==> config.mk <==
export PLATFORM = sky130hd
export DESIGN_NAME = perceptron_train_ctrl
export DESIGN_NICKNAME = d
export VERILOG_FILES = /design/src/rtl/perceptron_pkg.sv /design/src/rtl/train_epoch_counter.sv /design/src/rtl/perceptron_train_ctrl.sv
export SDC_FILE = /design/constraint.sdc
export NUM_CORES = 1
export LEC_CHECK = 0
export ABC_AREA = 1
export CAP_MARGIN = 15
export CORE_AREA = 2 2 117 130
export CTS_CLUSTER_SIZE = 16
export DETAILED_ROUTE_END_ITERATION = 10
export DIE_AREA = 0 0 119 132
export PLACE_DENSITY = 0.74
export SETUP_SLACK_MARGIN = 0.3
export SLEW_MARGIN = 40
export SYNTH_ARGS = -nofsm -noshare
export SYNTH_HDL_FRONTEND = slang
export SYNTH_HIERARCHICAL = 1
export SYNTH_SLANG_ARGS = --single-unit
==> constraint.sdc <==
create_clock -name clk -period 1.9 [get_ports clk]
set_input_delay 0.19 -clock clk [delete_from_list [all_inputs] [get_ports clk]]
set_output_delay 0.19 -clock clk [all_outputs]
set_load 0.05 [all_outputs]
==> src/rtl/perceptron_pkg.sv <==
// Shared definitions for the perceptron training datapath and its sequencer.
package perceptron_pkg;

  localparam int WORD_W = 32;

  typedef enum logic [2:0] {
    S_IDLE,
    S_FETCH,
    S_LOAD,
    S_EVAL,
    S_UPDATE,
    S_NEXT,
    S_EPOCH_END,
    S_DONE
  } train_state_t;

endpackage

==> src/rtl/train_epoch_counter.sv <==
// Sample index, completed-epoch and per-epoch mismatch counters, with the
// end-of-epoch, epoch-limit and zero-error flags the training FSM branches on.
module train_epoch_counter #(
  parameter int NUM_SAMPLES = 16,
  parameter int ADDR_W      = 4,
  parameter int MAX_EPOCHS  = 255,
  parameter int EPOCH_W     = 8
) (
  input  logic               clk,
  input  logic               rst_ni,
  input  logic               run_clr_i,
  input  logic               idx_inc_i,
  input  logic               err_inc_i,
  input  logic               epoch_end_i,
  output logic [ADDR_W-1:0]  idx_o,
  output logic [EPOCH_W-1:0] epoch_o,
  output logic [ADDR_W:0]    err_o,
  output logic               last_idx_o,
  output logic               limit_o,
  output logic               zero_err_o
);

  localparam int ERR_W = ADDR_W + 1;

  logic [ADDR_W-1:0]  idx_q;
  logic [EPOCH_W-1:0] epoch_q;
  logic [ERR_W-1:0]   err_q;

  assign last_idx_o = (idx_q == ADDR_W'(NUM_SAMPLES - 1));
  // Evaluated before the increment: true when the epoch now ending is the last allowed.
  assign limit_o    = ((epoch_q + EPOCH_W'(1)) == EPOCH_W'(MAX_EPOCHS));
  assign zero_err_o = (err_q == '0);

  always_ff @(posedge clk or negedge rst_ni) begin
    if (!rst_ni) begin
      idx_q   <= '0;
      epoch_q <= '0;
      err_q   <= '0;
    end else if (run_clr_i) begin
      idx_q   <= '0;
      epoch_q <= '0;
      err_q   <= '0;
    end else if (epoch_end_i) begin
      epoch_q <= epoch_q + EPOCH_W'(1);
      // Counters are only rewound when another epoch follows; a finished run keeps them.
      if (!zero_err_o && !limit_o) begin
        idx_q <= '0;
        err_q <= '0;
      end
    end else begin
      if (idx_inc_i) idx_q <= idx_q + ADDR_W'(1);
      if (err_inc_i) err_q <= err_q + ERR_W'(1);
    end
  end

  assign idx_o   = idx_q;
  assign epoch_o = epoch_q;
  assign err_o   = err_q;

endmodule

==> src/rtl/perceptron_train_ctrl.sv <==
// Training sequencer: streams stored samples into the perceptron, strobes a weight
// update on every output mismatch, and repeats epochs until convergence or the limit.
module perceptron_train_ctrl
  import perceptron_pkg::*;
#(
  parameter int N           = 8,
  parameter int NUM_SAMPLES = 16,
  parameter int ADDR_W      = 4,
  parameter int MAX_EPOCHS  = 255,
  parameter int EPOCH_W     = 8,
  parameter int PIPE_LAT    = 2
) (
  input  logic               clk,
  input  logic               rst,
  input  logic               start,
  input  logic               abort,
  input  logic [WORD_W-1:0]  learning_rate_in,
  output logic               mem_rd_en,
  output logic [ADDR_W-1:0]  mem_addr,
  input  logic [N-1:0]       mem_x,
  input  logic [WORD_W-1:0]  mem_expected_y,
  output logic [N-1:0]       p_x,
  output logic [WORD_W-1:0]  p_expected_y,
  output logic [WORD_W-1:0]  p_learning_rate,
  output logic               p_train,
  input  logic [WORD_W-1:0]  p_y,
  output logic               busy,
  output logic               done,
  output logic               converged,
  output logic [EPOCH_W-1:0] epoch_count,
  output logic [ADDR_W:0]    error_count
);

  localparam int WAIT_W = $clog2(PIPE_LAT + 1);

  train_state_t       state_q;
  logic [WAIT_W-1:0]  wait_q;
  logic [N-1:0]       p_x_q;
  logic [WORD_W-1:0]  p_exp_q;
  logic [WORD_W-1:0]  lr_q;
  logic               rd_en_q;
  logic               train_q;
  logic               done_q;
  logic               conv_q;

  logic               run_clr;
  logic               idx_inc;
  logic               err_inc;
  logic               epoch_end;
  logic [ADDR_W-1:0]  idx;
  logic               last_idx;
  logic               limit;
  logic               zero_err;
  logic               eval_last;
  logic               mismatch;

  assign eval_last = (wait_q == WAIT_W'(1));
  assign mismatch  = (p_y != p_exp_q);

  // Counter commands; abort suppresses all of them so the counts freeze.
  always_comb begin
    run_clr   = 1'b0;
    idx_inc   = 1'b0;
    err_inc   = 1'b0;
    epoch_end = 1'b0;
    if (!abort) begin
      case (state_q)
        S_IDLE:      run_clr   = start;
        S_EVAL:      err_inc   = eval_last && mismatch;
        S_NEXT:      idx_inc   = !last_idx;
        S_EPOCH_END: epoch_end = 1'b1;
        default: ;
      endcase
    end
  end

  train_epoch_counter #(
    .NUM_SAMPLES (NUM_SAMPLES),
    .ADDR_W      (ADDR_W),
    .MAX_EPOCHS  (MAX_EPOCHS),
    .EPOCH_W     (EPOCH_W)
  ) u_cnt (
    .clk         (clk),
    .rst_ni      (rst),
    .run_clr_i   (run_clr),
    .idx_inc_i   (idx_inc),
    .err_inc_i   (err_inc),
    .epoch_end_i (epoch_end),
    .idx_o       (idx),
    .epoch_o     (epoch_count),
    .err_o       (error_count),
    .last_idx_o  (last_idx),
    .limit_o     (limit),
    .zero_err_o  (zero_err)
  );

  // Strobes are registered on entry to their state, so each is high for exactly that state.
  always_ff @(posedge clk or negedge rst) begin
    if (!rst) begin
      state_q <= S_IDLE;
      wait_q  <= '0;
      p_x_q   <= '0;
      p_exp_q <= '0;
      lr_q    <= '0;
      rd_en_q <= 1'b0;
      train_q <= 1'b0;
      done_q  <= 1'b0;
      conv_q  <= 1'b0;
    end else begin
      rd_en_q <= 1'b0;
      train_q <= 1'b0;
      done_q  <= 1'b0;
      if (abort && state_q != S_IDLE) begin
        state_q <= S_IDLE;
        conv_q  <= 1'b0;
      end else begin
        case (state_q)
          S_IDLE: begin
            if (start && !abort) begin
              state_q <= S_FETCH;
              lr_q    <= learning_rate_in;
              conv_q  <= 1'b0;
              rd_en_q <= 1'b1;
            end
          end
          S_FETCH: state_q <= S_LOAD;
          S_LOAD: begin
            p_x_q   <= mem_x;
            p_exp_q <= mem_expected_y;
            wait_q  <= WAIT_W'(PIPE_LAT);
            state_q <= S_EVAL;
          end
          S_EVAL: begin
            wait_q <= wait_q - WAIT_W'(1);
            if (eval_last) begin
              if (mismatch) begin
                state_q <= S_UPDATE;
                train_q <= 1'b1;
              end else begin
                state_q <= S_NEXT;
              end
            end
          end
          S_UPDATE: state_q <= S_NEXT;
          S_NEXT: begin
            if (last_idx) begin
              state_q <= S_EPOCH_END;
            end else begin
              state_q <= S_FETCH;
              rd_en_q <= 1'b1;
            end
          end
          S_EPOCH_END: begin
            if (zero_err) begin
              conv_q  <= 1'b1;
              state_q <= S_DONE;
              done_q  <= 1'b1;
            end else if (limit) begin
              conv_q  <= 1'b0;
              state_q <= S_DONE;
              done_q  <= 1'b1;
            end else begin
              state_q <= S_FETCH;
              rd_en_q <= 1'b1;
            end
          end
          S_DONE: state_q <= S_IDLE;
          default: state_q <= S_IDLE;
        endcase
      end
    end
  end

  assign mem_rd_en       = rd_en_q;
  assign mem_addr        = idx;
  assign p_x             = p_x_q;
  assign p_expected_y    = p_exp_q;
  assign p_learning_rate = lr_q;
  // An abort landing in UPDATE must cancel the strobe within the same cycle.
  assign p_train         = train_q && !abort;
  assign busy            = (state_q != S_IDLE);
  assign done            = done_q;
  assign converged       = conv_q;

endmodule

Word level (Yosys, flattened, before mapping):

Index checks and enable logic that the tools add are counted.
Widths: inputs -> output; s select.

* add/sub/neg operators: 4
* eq/ne operators: 15
* multiplexer cells: 46
* bitwise logic cells: 1
* reductions and logical operators: 24

Operators by type and width (count)
* $ne 32x32->1: 1
* $mux 1: 26
* $pmux 3 s8: 1
* $mux 5: 4
* $mux 3: 6
* $mux 4: 4
* $mux 8: 2
* $eq 3x3->1 const B: 4
* $reduce_bool 3->1: 4
* $reduce_and 2->1: 5
* $add 8x1->8 const B: 1
* $eq 8x8->1 const B: 1
* $eq 3x2->1 const B: 2
* $ne 3x3->1 const B: 2
* $reduce_and 3->1: 2
* $add 5x1->5 const B: 1
* $logic_and 1x1->1: 5
* $logic_not 5->1: 1
* $add 4x1->4 const B: 1
* $eq 4x4->1 const B: 1
* $logic_not 1->1: 4
* $ne 4x2->1 const B: 1
* $pmux 2 s2: 1
* $reduce_bool 2->1: 2
* other kinds (8): 8

* register bits: 98
* output and inout bits: 94

Depth between registers and ports, before layout:

Gate-level depths: netlist of the first run.

* word-level depth: 7
* depth in mapped cells: 14
* depth with buffers taken out: 14

Cells and area by module:

Netlist of the first run, hierarchy kept.

Modules (own cells, without submodules)
* perceptron_train_ctrl: times used 1, cells an instance 415, area each 3888.7 um^2
* train_epoch_counter: times used 1, cells an instance 138, area each 1078.5 um^2

Least setup slack after synthesis of the first run:

No wires, ideal clock.

* kind: register -> register
* start: reg u_cnt.epoch_q[0], in the netlist u_cnt/epoch_o[0]
* end: reg state_q[2]
* arrival time: 1.925 ns
* required time: 1.777 ns
* path slack: -0.148 ns
* stages on the path, launching flop included: 13
* clock period less this slack: 2.048 ns
* cells stage by stage: dfrtp_1 -> inv_1 -> ha_1 -> nand2_1 -> inv_1 -> nand3_1 -> nor2_4 -> nand4_2 -> inv_1 -> o21ai_0 -> nand2_1 -> a211oi_1 -> nor2_1

* cells in the longest elaborated chain, start to end: 6

RTL lines
* from (decl): line train_epoch_counter.sv:26 `logic [EPOCH_W-1:0] epoch_q;`
* from (signal assigned): line train_epoch_counter.sv:44 `epoch_q <= epoch_q + EPOCH_W'(1);`
* $add 8x1->8: line train_epoch_counter.sv:31 `assign limit_o = ((epoch_q + EPOCH_W'(1)) == EPOCH_W'(MAX_EPOCHS));`
* $eq 8x8->1: line train_epoch_counter.sv:31
* named net limit: line perceptron_train_ctrl.sv:52 `logic limit;`
* $mux 3: line perceptron_train_ctrl.sv:158 `end else if (limit) begin`
* $mux 3: line perceptron_train_ctrl.sv:154 `if (zero_err) begin`
* $pmux 3 s8: line perceptron_train_ctrl.sv:117 `case (state_q)`
* $mux 3: line perceptron_train_ctrl.sv:113 `if (abort && state_q != S_IDLE) begin`
* to (signal assigned): line perceptron_train_ctrl.sv:114 `state_q <= S_IDLE;`
* to (signal assigned): line perceptron_train_ctrl.sv:156 `state_q <= S_DONE;`
* to (signal assigned): line perceptron_train_ctrl.sv:160 `state_q <= S_DONE;`
* to (decl): line perceptron_train_ctrl.sv:36 `train_state_t state_q;`

The timed path passes the listed nets, and every way through them passes these cells.
A chain may end at the register's enable or synchronous reset.

Worst setup path after layout of the first run:

* start: reg p_exp_q[26], in the netlist p_expected_y[26]
* end: reg u_cnt.err_q[3], in the netlist u_cnt/err_o[3]

* cells in the longest elaborated chain, start to end: 6

RTL lines
* from (decl): line perceptron_train_ctrl.sv:39 `logic [WORD_W-1:0] p_exp_q;`
* from (signal assigned): line perceptron_train_ctrl.sv:129 `p_exp_q <= mem_expected_y;`
* $ne 32x32->1: line perceptron_train_ctrl.sv:58 `assign mismatch = (p_y != p_exp_q);`
* $logic_and 1x1->1: line perceptron_train_ctrl.sv:69 `S_EVAL: err_inc = eval_last && mismatch;`
* $mux 1: line perceptron_train_ctrl.sv:67 `case (state_q)`
* $mux 1: line perceptron_train_ctrl.sv:66 `if (!abort) begin`
* named net err_inc: line perceptron_train_ctrl.sv:48 `logic err_inc;`
* $reduce_bool 3->1 (no line)
* $reduce_and 2->1 (no line)
* to (signal assigned): line train_epoch_counter.sv:52 `if (err_inc_i) err_q <= err_q + ERR_W'(1);`
* to (decl): line train_epoch_counter.sv:27 `logic [ERR_W-1:0] err_q;`

The timed path passes the listed nets, and every way through them passes these cells.

==> results.toml, run 1 <==
[outcome]
outcome = "complete, no violations"

[critical_path]
worstPathRequired_ns = 2.18
startpoint_type = "flip-flop"
end_kind = "flip-flop"
arrival_ns = 2.07
crit_top_cell = "nand2_1"
worstSetupPathType = "reg -> reg"
cp_cell_sequence = "xnor2_1 -> nand2_1 -> nor2_1 -> nand2_1 -> nor2_2 -> nand2_1 -> nand3_2 -> nor2_2 -> or2_4 -> nand2_4 -> nand2_1 -> nand2_1"
path_max_fanout = 5
slowest_delay_ns = 0.42
cp_slowest_cell = "dfrtp_2"

[floorplanning]
fp.coreArea_mm2 = 0.01433
die_h_um = 132
initial_core_util = 0.3466
die_area_mm2 = 0.01571
ios = 202
fp.dieW_um = 119
num_rows = 46

[layout]
area_delta_synth_final_pct = 61.56
utilization = 0.5600
diodes = 0
drive_gt1_frac = 0.2657
fin_nets = 907

[clocking]
clk_latency_ns = 0.34
cts-root-buf = "clkbuf_16"
cts_tree = "built"
cts_sinks = 98
clockBufferDepth = 2
path_clk_slew_ns = 0.07
htree_levels = 3
cts_buffers = 9

[pwr]
p_per_area_mw_per_mm2 = 1600
finalPower_uw = 12840
p_leak_uw = 0.003996
ir_worst_vdd_mv = 1.007

[routing]
vias_per_cell = 4.458
avgRoutedWirePerCell_um = 13.70
vias = 4413
drt_iter0_markers = 140
wl_mm = 13.56
drtAntennaViolNets = 0
drc = 0
drt_first_pass_iters = 4

[logic_synthesis]
synth-xor-area-share = 0.04055
synth_compound_area_frac = 0.04761
ys_seq_area_frac = 0.4937
synth-simple-area-share = 0.2562
synthArstFlopShare = 1.000
synth_edf_count = 0
synth_seq_cells = 98
avgSynthCellArea_um2 = 8.982
synth_cell_types = 35
syn_nets = 667
muxShareOfSynthArea = 0.08615
synthAdderAreaFrac = 0.01511
netlist_area_mm2 = 0.004967
yosysWarnings = 6
netlist_instances = 553
synth_top_family_by_area = "simple AND/OR/NAND/NOR gates"
synthFlopType = "dfrtp_1"

[flow_run]
drv_cap = 0

[timing]
worstMarginPinSlew_ns = 0.5512
hold_viol = 0
rsz0062_at_grt = "yes"
slew_headroom = 0.6340
tns_ns = 0
fin_crit_sh = 0.9409
fin_crit_ns = 1.788
timing.fmax_mhz = 559.4
fin_skew_ns = 0.006621
setup_viol = 0
slew_viol_final = 0
hold_slack_ns = 0.2754

[global_routing]
antenna_found_initial = 0
grt_max_degree = 61
overflow = 0
track_usage = 0.1705
grt_pass1_vias = 4437
grt_pass1_wl_mm = 21.46

[placement]
gp_congestion = 0.8549
dp_hpwl_mm = 9.948
port_buffers = 201

[min_path]
hold_path_class = "in -> async"
## sequential cells by signal, summed over array words and instances, names as in the netlist
| register | cells |
|---|---|
| converged | 1 |
| done | 1 |
| mem_rd_en | 1 |
| p_expected_y | 32 |
| p_learning_rate | 32 |
| p_x | 8 |
| state_q | 3 |
| train_q | 1 |
| u_cnt/epoch_o | 8 |
| u_cnt/err_o | 5 |
| u_cnt/idx_o | 4 |
| wait_q | 2 |
## cell usage in the layout (no fill, tap or decap), types with 3 or more instances in the layout
master / synthesis / routed
inv_1: 52 / 35
mux2_4: 27 / 27
nand2_1: 196 / 190
nand4_1: 4 / 4
or2_4: 0 / 3
a21oi_2: 10 / 10
nor2_1: 45 / 38
xnor2_2: 0 / 6
buf_4: 2 / 30
inv_4: 0 / 3
dfrtp_1: 98 / 57
buf_8: 0 / 3
dfrtp_2: 0 / 41
clkbuf_16: 0 / 9
a21oi_1: 7 / 7
nand3_2: 1 / 3
buf_6: 4 / 3
o21ai_0: 12 / 9
ha_1: 6 / 4
nand2_4: 5 / 5
xnor2_1: 22 / 16
nand3_1: 21 / 18
nor2_2: 3 / 6
buf_12: 0 / 6
inv_2: 5 / 17
clkdlybuf4s50_1: 0 / 105
nor2_4: 3 / 7
nand2_2: 3 / 7
dlygate4sd2_1: 0 / 90
## stage by stage
step	std cells	setup slack [ns]	instance area (µm²)
4_1_cts	980	0.1345	7761
3_3_place_gp	953	-0.1334	7428
6_report	990	0.1123	8025
2_1_floorplan	553	0.1528	5070
3_5_place_dp	953	-0.1634	7428
5_1_grt	990	-0.01697	8025
## what timing repair did
action | in CTS | in global routing
gates resized for setup | 105 | 47
setup buffers | 10 | 10
hold endpoints to repair | 19 | 0
hold buffers | 1 | 0
pin swaps | 19 | 12
setup endpoints to repair | 137 | 62
## worst max-delay path: cells and delay by family (launching register included)
family,cells,cell delay [ns]
and+or+nand+nor,11,1.16
DFF,1,0.42
xor gates and xnor gates,1,0.14
## synth_stat cells, types with 5 or more instances
master   number  share of area
xnor2_1      22          0.039
nor2_1       45          0.034
nand2_1     196           0.15
ha_1          6          0.015
dfrtp_1      98           0.49
inv_1        52          0.039
o21ai_0      12          0.012
nand3_1      21          0.021
inv_2         5         0.0038
nand2_4       5          0.011
mux2_4       27          0.082
a21oi_2      10          0.018
a21oi_1       7         0.0071
## where the power goes
group | switching [µW] | internal (µW)
Combinational | 4760 | 2500
Clock | 800 | 1090
Sequential | 683 | 3010
Total | 6240 | 6600
## final timing paths
kind                                            startpoint                              end  slack (ns)  cells after the start
setup / recovery              p_expected_y[26]$_DFFE_PN0P_       u_cnt/err_o[3]$_DFFE_PN0P_        0.11                     12
hold / removal                                         rst     p_expected_y[21]$_DFFE_PN0P_        0.28                      2
setup reg to reg              p_expected_y[26]$_DFFE_PN0P_       u_cnt/err_o[3]$_DFFE_PN0P_        0.11                     12
hold reg to reg            p_learning_rate[19]$_DFFE_PN0P_  p_learning_rate[19]$_DFFE_PN0P_        0.47                      2
max in group asynchronous                              rst     p_expected_y[27]$_DFFE_PN0P_        0.99                      3
min in group clk                      learning_rate_in[16]  p_learning_rate[16]$_DFFE_PN0P_        0.37                      3
## final cells by class
| class | count | area, µm² |
|---|---|---|
| flip-flops and latches | 98 | 2504 |
| well taps | 192 | 240.2 |
| multi-input cells | 386 | 2447 |
| inverters | 57 | 231.5 |
| fillers | 1311 | 6306 |
| clock inverters | 4 | 50.05 |
| clock buffers | 12 | 256.5 |
| repair buffers | 241 | 2296 |
## kinds of logic after synthesis
family / after synthesis
and+or+nand+nor: 292
DFF: 98
buffers and inverters: 69
AOI/OAI and AO/OA: 36
muxes: 29
xor gates and xnor gates: 23
adders and majority gates: 6
## layer usage
| layer | track usage | wire, µm | vias up |
|---|---|---|---|
| li1 | - | - | 2201 |
| met1 | 0.1945 | 5331 | 2035 |
| met2 | 0.2931 | 7012 | 136 |
| met3 | 0.04109 | 681 | 41 |
| met4 | 0.09259 | 534 | 0 |
| met5 | 0 | 0 | - |
Note: power is estimated with default switching activity, not from simulation.
==> run 2: changes to the inputs <==
--- a/config.mk
+++ b/config.mk
@@ -11,7 +11,7 @@
 export CTS_CLUSTER_SIZE = 16
 export DETAILED_ROUTE_END_ITERATION = 10
 export DIE_AREA = 0 0 119 132
-export PLACE_DENSITY = 0.74
+export PLACE_DENSITY_LB_ADDON = 0.15
 export SETUP_SLACK_MARGIN = 0.3
 export SLEW_MARGIN = 40
 export SYNTH_ARGS = -nofsm -noshare
==> run 2 against run 1 <==
  * Design area grew 0.48%
  * Cell count grew 0.20%
  * Largest power group unchanged
  * Combinational power down 1%
  * Clock power increased by 5%
  * Fmax increased by 1.0%
  * Clock skew barely moved
  * Critical path depth is 1 lower
  * Global-route usage increased by 0.55 points
==> results.toml, run 2 (synthesized netlist as in run 1, its figures left out) <==
[clocking]
clockBufferDepth = 2
clk_latency_ns = 0.35
cts_buffers = 9
cts_sinks = 98
htree_levels = 3
path_clk_slew_ns = 0.07
cts-root-buf = "clkbuf_16"
cts_tree = "built"

[floorplanning]
initial_core_util = 0.3466
fp.coreArea_mm2 = 0.01433
die_h_um = 132
num_rows = 46
fp.dieW_um = 119
die_area_mm2 = 0.01571
ios = 202

[placement]
port_buffers = 201
place_ws_ns = -0.2199
place_inst = 950
dp_hpwl_mm = 9.968
gp_congestion = 0.8459

[critical_path]
arrival_ns = 2.00
slowest_delay_ns = 0.44
path_max_fanout = 4
worstSetupPathType = "reg -> reg"
worstPathRequired_ns = 2.14
startpoint_type = "flip-flop"
cp_cell_sequence = "xnor2_2 -> nand2_1 -> nor2_2 -> nand2_2 -> nor2_4 -> nand2_2 -> nand3_4 -> nor2_4 -> or2_4 -> nand3_1 -> nand2_2"
crit_top_cell = "nand2_2"
critPathTopFamily = "simple AND/OR/NAND/NOR gates"
end_kind = "flip-flop"
path_buf_inv = 0
cp_slowest_cell = "dfrtp_2"

[routing]
avgRoutedWirePerCell_um = 13.79
vias = 4456
vias_per_cell = 4.492
drt_iter0_markers = 163
drc = 0
wl_mm = 13.68
drt_first_pass_iters = 4
drtAntennaViolNets = 0

[pwr]
sw_frac_of_total = 0.4857
ir_worst_vdd_mv = 0.8852
pwr-share-comb = 0.559
p_int_uw = 6588
seq_power_share = 0.287
p_per_area_mw_per_mm2 = 1589
p_leak_uw = 0.003997
p_sw_uw = 6223
pwr-share-clk = 0.154

[outcome]
outcome = "complete, no violations"

[layout]
fin_nets = 909
drive_gt1_frac = 0.2875
diodes = 0
layout_common_cells = "nand2_1 (178), clkdlybuf4s50_1 (106), dlygate4sd2_1 (90)"
final_common_cell = "nand2_1"
fin_cells = 992
multi_input_area_mm2 = 0.002484
regArea_mm2 = 0.002505
area_delta_synth_final_pct = 62.34
fillCellCount = 1289

[flow_run]
drv_cap = 0

[timing]
fin_crit_sh = 0.9311
hold_viol = 0
tns_ns = 0
fin_skew_ns = 0.007040
worstMarginPinSlew_ns = 0.5434
setup_viol = 0
slew_viol_final = 0
timing.fmax_mhz = 565.2
rsz0062_at_grt = "yes"
slew_headroom = 0.6392
fin_crit_ns = 1.769
setup_ws_ns = 0.1308

[global_routing]
overflow = 0
grt_pass1_vias = 4734
track_usage = 0.1760
grt_max_degree = 44
antenna_found_initial = 0
grt_pass1_wl_mm = 22.35

[min_path]
hold_path_class = "in -> async"
-- run 2: changes by cell type in the layout (fill, tap and decap cells not counted), moves of 3 or more --
| cell | previous run | this run |
|---|---|---|
| buf_6 | 3 | 6 |
| nor2_1 | 38 | 35 |
| nand2_1 | 190 | 178 |
| nand2_2 | 7 | 19 |
| nor2_4 | 7 | 10 |
-- run 2: per-layer routing --
metal	GRT usage	up-vias	share of wire
met3	0.03417	35	0.043
li1	-	2216	-
met2	0.3030	122	0.52
met4	0.08796	0	0.035
met1	0.2087	2083	0.41
met5	0	-	0
-- run 2: through the flow --
| step | power, µW | hold WS (ns) | util | cell area (µm²) |
|---|---|---|---|---|
| floorplan | 8646 | -0.1056 | - | 5070 |
| global placement | 11010 | 0.1946 | 0.5159 | 7393 |
| detailed placement | 11120 | 0.1974 | 0.5159 | 7393 |
| CTS | 12660 | 0.3584 | 0.5408 | 7750 |
| global route | 13570 | 0.3786 | 0.5627 | 8064 |
| finish | 12810 | 0.3507 | 0.5627 | 8064 |
-- run 2: final timing paths --
path / cells past startpoint / startpoint / end / slack (ns)
worst max register to register: 11 / p_expected_y[12]$_DFFE_PN0P_ / u_cnt/err_o[3]$_DFFE_PN0P_ / 0.13
min in group clk: 3 / learning_rate_in[10] / p_learning_rate[10]$_DFFE_PN0P_ / 0.37
worst min register to register: 2 / p_learning_rate[11]$_DFFE_PN0P_ / p_learning_rate[11]$_DFFE_PN0P_ / 0.47
max in group asynchronous: 3 / rst / p_learning_rate[30]$_DFFE_PN0P_ / 0.89
worst max-delay path: 11 / p_expected_y[12]$_DFFE_PN0P_ / u_cnt/err_o[3]$_DFFE_PN0P_ / 0.13
worst min-delay path: 2 / rst / p_expected_y[23]$_DFFE_PN0P_ / 0.35
-- run 2: power by group through the flow --
stage,logic [µW],clock network [µW],registers [µW]
after floorplan,2200,0,6440
after global placement,7320,0,3690
after detailed placement,7410,0,3710
after CTS,6980,2040,3650
after global routing,7620,2130,3820
final,7160,1980,3670
-- run 2: cell type report --
cell class              instances  share of cell area
clock buffers                  10             0.02839
clock inverters                 6             0.01117
inverters                      57             0.02777
multi-input cells             386              0.3080
flip-flops and latches         98              0.3106
well taps                     192             0.02979
repair buffers                243              0.2843
-- run 2: what timing repair did --
| action | 4_1_cts | 5_1_grt |
|---|---|---|
| buffers inserted | 11 | 14 |
| resized for setup | 105 | 61 |
| endpoints found under the setup margin | 125 | 56 |
| hold buffers | 1 | 0 |
| pin swaps | 14 | 29 |
| endpoints found under the hold margin | 34 | 0 |
==> run 3: changes to the inputs <==
--- a/config.mk
+++ b/config.mk
@@ -11,6 +11,7 @@
 export CTS_CLUSTER_SIZE = 16
 export DETAILED_ROUTE_END_ITERATION = 10
 export DIE_AREA = 0 0 119 132
+export GPL_TIMING_DRIVEN = 0
 export PLACE_DENSITY_LB_ADDON = 0.15
 export SETUP_SLACK_MARGIN = 0.3
 export SLEW_MARGIN = 40
==> run 3 against run 2 <==
  * Via count up 1.6%
  * Routed wire length shrank 0.11%
  * Register-to-register slack about the same
  * Non-clock buffer count up 10
  * Flip-flop and latch count did not move
  * Utilization rose by 0.96 points
  * Cell count up 1.0%
  * Count of clock-buffer cells in the layout stayed put
  * Largest cell class is now multi-input combinational cells
  * Highest routed layer unchanged
==> results.toml, run 3 (synthesized netlist as in run 1, its figures left out) <==
[outcome]
outcome = "complete, no violations"

[floorplanning]
fp.dieW_um = 119
initial_core_util = 0.3466
die_area_mm2 = 0.01571
die_h_um = 132
num_rows = 46
fp.coreArea_mm2 = 0.01433
ios = 202

[global_routing]
overflow = 0
track_usage = 0.1738
grt_max_degree = 52
antenna_found_initial = 0
grt_pass1_vias = 4535
grt_pass1_wl_mm = 22.07

[critical_path]
crit_top_cell = "nand2_1"
r2r_cells = 12
critPathTopFamily = "simple AND/OR/NAND/NOR gates"
cp.depth = 12
startpoint_type = "flip-flop"
cp_cell_sequence = "xnor2_1 -> nand2_1 -> nor2_1 -> nand2_1 -> nor2_4 -> nand2_1 -> nand3_2 -> nor2_4 -> or2_4 -> nand2_4 -> nand2_1 -> nand2_1"
path_buf_inv = 0
cp_slowest_cell = "dfrtp_2"
arrival_ns = 2.06
worstPathRequired_ns = 2.19
path_max_fanout = 5
end_kind = "flip-flop"
slowest_delay_ns = 0.42
worstSetupPathType = "reg -> reg"

[flow_run]
drv_cap = 0

[pwr]
p_leak_uw = 0.004093
seq_power_share = 0.280
ir_worst_vdd_mv = 0.8553
p_sw_uw = 6266
p_int_uw = 6872
pwr-share-comb = 0.557
sw_frac_of_total = 0.4770
pwr-share-clk = 0.163
p_per_area_mw_per_mm2 = 1602

[clocking]
path_clk_slew_ns = 0.07
cts_tree = "built"
cts-root-buf = "clkbuf_16"
cts_buffers = 9
clk_latency_ns = 0.35
htree_levels = 3
clockBufferDepth = 2
cts_sinks = 98

[timing]
worstMarginPinSlew_ns = 0.5547
tns_ns = 0
fin_crit_ns = 1.772
setup_ws_ns = 0.1280
slew_viol_final = 0
timing.fmax_mhz = 564.3
fin_crit_sh = 0.9326
slew_headroom = 0.6317
fin_skew_ns = 0.006096
rsz0062_at_grt = "yes"
setup_viol = 0
hold_viol = 0

[routing]
avgRoutedWirePerCell_um = 13.64
drt_first_pass_iters = 6
drc = 0
drt_iter0_markers = 165
vias_per_cell = 4.518
drtAntennaViolNets = 0
vias = 4527
wl_mm = 13.67

[layout]
final_area_mm2 = 0.008202
fin_nets = 919
diodes = 0
utilization = 0.5723
final_common_cell = "nand2_1"
drive_gt1_frac = 0.2975
fin_cells = 1002
layout_common_cells = "nand2_1 (183), clkdlybuf4s50_1 (105), dlygate4sd2_1 (92)"
area_delta_synth_final_pct = 65.11

[min_path]
holdPathStages = 2
hold_path_class = "in -> reg"

[placement]
gp_congestion = 0.8437
place_ws_ns = -0.2342
port_buffers = 200
dpl_cell_area_mm2 = 0.007345
dp_hpwl_mm = 10.04
place_inst = 946
==> run 3: changes by cell type in the layout (fill, tap and decap cells not counted), moves of 2 or more <==
cell           previous run  this run
buf_6                     6        12
nand2_2                  19        13
buf_2                     0         5
nand2_1                 178       183
xnor2_1                  18        13
xnor2_2                   4         9
buf_12                    5         1
inv_2                    19        16
inv_4                     2         5
dlygate4sd2_1            90        92
nand2_4                   5         7
nor2_2                    6         4
nor3_2                    2         0
o21ai_0                   8         6
==> run 3: metrics by stage <==
stage	hold WS, ns	power (µW)
after detailed placement	0.1170	11120
after floorplan	-0.1056	8646
after global routing	0.2405	13870
final	0.2257	13140
after global placement	0.4608	11000
after CTS	0.2153	12940
==> run 3: cell type report <==
type | instances | area (µm²)
Clock inverter | 6 | 113.9
Sequential cell | 98 | 2505
Multi-Input combinational cell | 386 | 2525
Fill cell | 1289 | 6130
Timing Repair Buffer | 241 | 2245
Buffer | 12 | 102.6
Inverter | 57 | 231.5
Clock buffer | 10 | 239.0
Tap cell | 192 | 240.2
==> run 3: path summary, 6_finish.rpt <==
| check | startpoint | endpoint | slack [ns] |
|---|---|---|---|
| worst max register to register | p_expected_y[26]$_DFFE_PN0P_ | u_cnt/err_o[2]$_DFFE_PN0P_ | 0.13 |
| max in group asynchronous | rst | p_expected_y[9]$_DFFE_PN0P_ | 0.96 |
| worst min-delay path | abort | train_q$_DFF_PN0_ | 0.23 |
| worst max-delay path | p_expected_y[26]$_DFFE_PN0P_ | u_cnt/err_o[2]$_DFFE_PN0P_ | 0.13 |
| min in group asynchronous | rst | p_expected_y[23]$_DFFE_PN0P_ | 0.33 |
| worst min register to register | p_learning_rate[10]$_DFFE_PN0P_ | p_learning_rate[10]$_DFFE_PN0P_ | 0.47 |
==> run 3: timing repair <==
action                                  in CTS  in global routing
pin swaps                                   12                 25
endpoints found under the setup margin     114                 55
gates cloned                                 0                  0
gates resized for setup                    124                 62
setup buffers                               24                 15
hold endpoints to repair                    47                  0
hold buffers                                 1                  0
==> run 3: power by group through the flow <==
stage	logic, µW	registers (µW)	clock network, µW
2_1_floorplan	2200	6440	0
3_3_place_gp	7340	3670	0
3_5_place_dp	7420	3700	0
4_1_cts	7080	3650	2210
5_1_grt	7770	3810	2290
6_report	7320	3680	2140
==> run 3: routing by layer <==
| metal | GRT usage | up-vias | share of wire | wire, µm |
|---|---|---|---|---|
| li1 | - | 2235 | - | - |
| met1 | 0.2064 | 2166 | 0.40 | 5527 |
| met4 | 0.07209 | 0 | 0.025 | 344 |
| met3 | 0.03633 | 22 | 0.048 | 650 |
| met5 | 0 | - | 0 | 0 |
| met2 | 0.3043 | 104 | 0.52 | 7143 |
